==> src/rtl/cdc_req_arbiter.sv <==
// Round-robin arbiter granting one local resource to N requesters that
// sit in a foreign clock domain and use four-phase req/ack handshakes.
module cdc_req_arbiter #(
  parameter int N           = 4,
  parameter int SYNC_STAGES = 2,
  parameter int TIMEOUT     = 255
) (
  input  logic         clk,
  input  logic         rst_n,
  input  logic [N-1:0] req_async,
  input  logic         done,
  output logic [N-1:0] grant,
  output logic [N-1:0] ack,
  output logic         busy,
  output logic         err
);

  localparam int IW = $clog2(N);
  localparam int TW = $clog2(TIMEOUT + 1);

  typedef enum logic [1:0] {
    IDLE,
    GRANT,
    ACK
  } state_t;

  logic [SYNC_STAGES-1:0][N-1:0] sync_q;
  logic [N-1:0]                  req_s;

  state_t          state_q, state_d;
  logic [N-1:0]    grant_q, grant_d;
  logic [N-1:0]    ack_q, ack_d;
  logic [IW-1:0]   idx_q, idx_d;
  logic [IW-1:0]   rr_q, rr_d;
  logic [TW-1:0]   timer_q, timer_d;
  logic            err_q, err_d;
  logic            busy_q, busy_d;

  logic [N-1:0]    elig;
  logic            found;
  logic [IW-1:0]   pick;
  logic [IW-1:0]   jj;
  int              j;

  // Nothing touches req_async before the first flop of each chain.
  always_ff @(posedge clk or negedge rst_n) begin
    if (!rst_n) begin
      sync_q <= '0;
    end else begin
      sync_q <= {sync_q[SYNC_STAGES-2:0], req_async};
    end
  end

  assign req_s = sync_q[SYNC_STAGES-1];
  assign elig  = req_s & ~ack_q;

  // First eligible line scanning from rr_q upward, wrapping at N.
  always_comb begin
    found = 1'b0;
    pick  = '0;
    j     = 0;
    jj    = '0;
    for (int k = 0; k < N; k++) begin
      j  = (int'(rr_q) + k) % N;
      jj = IW'(j);
      if (!found && elig[jj]) begin
        found = 1'b1;
        pick  = jj;
      end
    end
  end

  always_comb begin
    state_d = state_q;
    grant_d = grant_q;
    ack_d   = ack_q;
    idx_d   = idx_q;
    rr_d    = rr_q;
    timer_d = timer_q;
    err_d   = err_q;
    unique case (state_q)
      IDLE: begin
        grant_d = '0;
        ack_d   = '0;
        if (found) begin
          state_d = GRANT;
          idx_d   = pick;
          grant_d = N'(1) << pick;
          rr_d    = (pick == IW'(N - 1)) ? '0 : pick + 1'b1;
          timer_d = '0;
        end
      end
      GRANT: begin
        // done wins over withdrawal and timeout in the same cycle.
        if (done) begin
          state_d = ACK;
          grant_d = '0;
          ack_d   = N'(1) << idx_q;
        end else if (!req_s[idx_q]) begin
          state_d = IDLE;
          grant_d = '0;
          err_d   = 1'b1;
        end else if (timer_q == TW'(TIMEOUT)) begin
          state_d = IDLE;
          grant_d = '0;
          err_d   = 1'b1;
        end else begin
          timer_d = timer_q + 1'b1;
        end
      end
      ACK: begin
        if (!req_s[idx_q]) begin
          state_d = IDLE;
          ack_d   = '0;
        end
      end
      default: begin
        state_d = IDLE;
        grant_d = '0;
        ack_d   = '0;
      end
    endcase
    busy_d = (state_d != IDLE);
  end

  always_ff @(posedge clk or negedge rst_n) begin
    if (!rst_n) begin
      state_q <= IDLE;
      grant_q <= '0;
      ack_q   <= '0;
      idx_q   <= '0;
      rr_q    <= '0;
      timer_q <= '0;
      err_q   <= 1'b0;
      busy_q  <= 1'b0;
    end else begin
      state_q <= state_d;
      grant_q <= grant_d;
      ack_q   <= ack_d;
      idx_q   <= idx_d;
      rr_q    <= rr_d;
      timer_q <= timer_d;
      err_q   <= err_d;
      busy_q  <= busy_d;
    end
  end

  assign grant = grant_q;
  assign ack   = ack_q;
  assign busy  = busy_q;
  assign err   = err_q;

endmodule

==> config.mk <==
export PLATFORM = sky130hd
export DESIGN_NAME = cdc_req_arbiter
export DESIGN_NICKNAME = d
export VERILOG_FILES = /design/src/rtl/cdc_req_arbiter.sv
export SDC_FILE = /design/constraint.sdc
export NUM_CORES = 1
export LEC_CHECK = 0
export BUFFER_PORTS_ARGS = -buffer_cell sky130_fd_sc_hd__buf_2
export CAP_MARGIN = 20
export CORE_MARGIN = 2
export CORE_UTILIZATION = 45
export DETAILED_ROUTE_END_ITERATION = 8
export SETUP_SLACK_MARGIN = 0.2
export SYNTH_ARGS = -nofsm -noshare
export SYNTH_HDL_FRONTEND = slang
export SYNTH_SLANG_ARGS = --single-unit
==> constraint.sdc <==
create_clock -name clk -period 2.2 [get_ports clk]
set_clock_uncertainty 0.05 [all_clocks]
set_input_delay 0.33 -clock clk [delete_from_list [all_inputs] [get_ports clk]]
set_output_delay 0.33 -clock clk [all_outputs]
set_load 0.01 [all_outputs]
==> results by group <==
Yosys
  • Dominant cell type by area after synthesis: dfrtp_1
  • Post-synth top flop: dfrtp_1
  • Syn Inst Count: 129
  • Async set or reset register ratio after synthesis: 100.0%
  • Synth cell count leaders: dfrtp_1, o21ai_0, inv_1
  • Synth top area cells: dfrtp_1, ha_1, o21ai_0, a22o_1, inv_1
  • Number of synthesized register bits: 32
  • Top cell type's share of synthesized area: approximately 55%
  • Top-count cell post-synth: dfrtp_1
  • Mean Syn Cell Area: 11.29 µm²
  • Synth unique cells: 37
  • Mapped cell area: between 1000 and 1500 µm²
  • Seq/Total Area, Yosys: about 55%
  • Post-synth EDFFs: 0
  • Mapped Nets: 141
  • Ys Warns: 0

Die
  • Die height: between 60 and 70 µm
  • Core area: ~3100 µm²
  • Initial Util: between 40% and 50%
  • Num rows: 20
  • Die Wd: about 61 µm
  • Ports: 17
  • Die area: 3708 µm²

Critical path
  • Crit path DAT: around 2100 ps
  • Reg2Reg Setup Slack: 260 ps
  • Kind of critical path: reg -> reg
  • Worst path buffer plus inverter count: 1
  • Critical Path Slowest Stage Cell: or3b_2
  • Startpoint class of the critical path: flip-flop
  • Max FO, Critical Path: 5
  • Crit path max-delay family: simple AND/OR/NAND/NOR gates
  • Cells along the critical path: or3b_2 -> a21oi_1 -> a311o_1 -> inv_1 -> ha_1 -> nand2_1 -> o21ai_0
  • Req. time, crit path: roughly 2400 ps
  • Peak per-stage delay on the critical path: ~500 ps
  • R2R Path Start: rr_q[0]$_DFFE_PN0P_
  • RR Endpoint: rr_q[1]$_DFFE_PN0P_
  • Nature of the critical path endpoint: flip-flop
  • Worst R2R Path Depth: 7

STA
  • Least-Margin Pin Slew: 684.8 ps
  • Hold_ws: -11.19 ps
  • Final Max Tran Viols: 0
  • Final setup TNS: 0 ps
  • Final min period: 1942 ps
  • RSZ-0062 raised after global routing: no
  • Final Hold Viols: 13
  • Relative slew slack: a little over half
  • Tcrit/Tclk final: 88.28%
  • Final setup vio count: 0
  • Maximum clock rate: approximately 510 MHz

Clock network
  • Root Buffer: clkbuf_4
  • Clk Latency, worst-skew pair: ~320 ps
  • # H-tree levels: 2
  • Clock transition at the registers of the reported paths: approximately 100 ps
  • Num CTS Buffers: 5
  • TritonCTS clock tree: yes
  • CTS Sinks: 32
  • Clock Tree Buf Depth: 2
  • Hold_buf cts: 0

Power and ir drop
  • Clock Power Share: 15.6%
  • VDD IR-drop max: between 400 and 500 µV
  • Leakage Power: 0.0007827 µW
  • Cell Int Power: 1182 µW
  • Final total power: ~1900 µW
  • Sw Ratio: around 39%
  • Logic gate share of total power: 40.3%
  • Register share of total power: between 40 and 50%
  • Power per cell area: about 1200 nW/µm²
  • Psw: between 700 and 800 µW

Route
  • Via/cell ratio: roughly 5.5
  • Post-route ant nets: 0
  • Drt first-iter violations: 36
  • Routed WL per cell: ~14 µm
  • Drt drc: 0
  • Final wirelength: 2756 µm
  • DR vias: approximately 1,100
  • TritonRoute pass-1 iters: 4

Final layout
  • Final instance area: around 1700 µm²
  • Layout cells sized above 1: 20.26%
  • Antenna cells: 0
  • Layout Nets: around 170
  • Area delta synth->final: 13.49%

Place
  • Port bufs: 16
  • Routability-driven placement congestion ratio: approximately 0.8
  • DPL Wire Length: about 2000 µm
  • Cell Area, Placed: 1583 µm²

Global routing
  • GR Overflow Total: 0
  • Initial antenna violation count: 0
  • Vias in the first global route: between 1,000 and 1,500
  • Largest net degree at the start of global routing: 33
  • First-pass GRT wire length: about 4700 µm
  • Tot GR Track Use: between 10% and 20%

Min path
  • Hold Path Class: in -> async

Run
  • MaxCap Viol Count: 0

Outcome
  • Status: finished, violations left
  • Failing checks: hold timing
-- power by group through the flow --
stage / clock, µW / sequential [µW] / combinational (µW)
after floorplan: 0 / 857 / 557
after global placement: 0 / 849 / 749
after detailed placement: 0 / 856 / 750
after CTS: 317 / 848 / 757
after global routing: 341 / 873 / 876
final: 299 / 850 / 774
-- placed cells by master (no fill, tap or decap), types with 2 or more instances in the layout --
master	Yosys	routed
a21o_1	4	4
a22o_1	4	4
o21ai_0	10	10
a41oi_1	3	3
nor2b_1	4	4
buf_2	1	16
dfrtp_1	32	32
a21oi_1	4	4
nand2b_1	5	5
nor2_1	4	4
clkbuf_4	0	5
a32o_1	2	2
buf_4	0	3
nand2_1	8	8
inv_1	9	9
ha_1	5	5
nand3_1	4	4
mux2i_1	2	2
a31oi_1	5	5
nand4_1	4	4
-- metal layers --
| metal | routed length (µm) | GRT usage [%] |
|---|---|---|
| met4 | 49 | 9.938 |
| met1 | 1250 | 22.70 |
| met2 | 1338 | 27.96 |
| met5 | 0 | 0 |
| met3 | 117 | 4.478 |
-- logic make-up after synthesis --
kind of cell             share of synthesized area (%)
flip-flops                                       54.98
adder cells (fa/ha/maj)                          4.296
AND/OR/NAND/NOR                                  14.95
multiplexers                                     2.921
AO/OA/AOI/OAI                                    19.42
buffers and inverters                            3.436
-- flip-flops by register name (all words and copies together), names as in the netlist --
register / cells
idx_q: 2
err: 1
rr_q: 2
req_s: 4
ack: 4
busy: 1
grant: 4
sync_q: 4
timer_q: 8
state_q: 2
-- cell type report --
| class | count | area (µm²) |
|---|---|---|
| clock buffer | 6 | 41.29 |
| clock inverter | 1 | 5.005 |
| fill | 285 | 1425 |
| inverter | 9 | 33.78 |
| multi-input combinational | 86 | 614.3 |
| sequential | 32 | 800.8 |
| tap | 44 | 55.05 |
| timing repair buffer | 19 | 102.6 |
-- how the worst max path moves through the flow --
| stage | cells past startpoint | to | start |
|---|---|---|---|
| after floorplan | 7 | rr_q[1]$_DFFE_PN0P_ | ack[0]$_DFFE_PN0P_ |
| after global placement | 7 | rr_q[1]$_DFFE_PN0P_ | rr_q[0]$_DFFE_PN0P_ |
| after detailed placement | 7 | rr_q[1]$_DFFE_PN0P_ | rr_q[0]$_DFFE_PN0P_ |
| after CTS | 7 | rr_q[1]$_DFFE_PN0P_ | rr_q[0]$_DFFE_PN0P_ |
| after global routing | 7 | rr_q[1]$_DFFE_PN0P_ | rr_q[0]$_DFFE_PN0P_ |
| final | 7 | rr_q[1]$_DFFE_PN0P_ | rr_q[0]$_DFFE_PN0P_ |
-- through the flow --
| stage | instances | setup slack [ps] | utilization, % |
|---|---|---|---|
| finish | 197 | 257.9 | 53.70 |
| global route | 197 | 203.2 | 53.70 |
| CTS | 195 | 217.8 | 52.93 |
| detailed placement | 188 | 254.1 | 51.42 |
| global placement | 188 | 317.2 | 51.42 |
| floorplan | 129 | 382.5 | - |
-- repair_timing --
action                                  in CTS  in global routing
hold endpoints to repair                     0                  0
setup buffers                                0                  2
resized for setup                            0                  1
endpoints found under the setup margin       0                  4
Power figures use the tool's default switching activity.
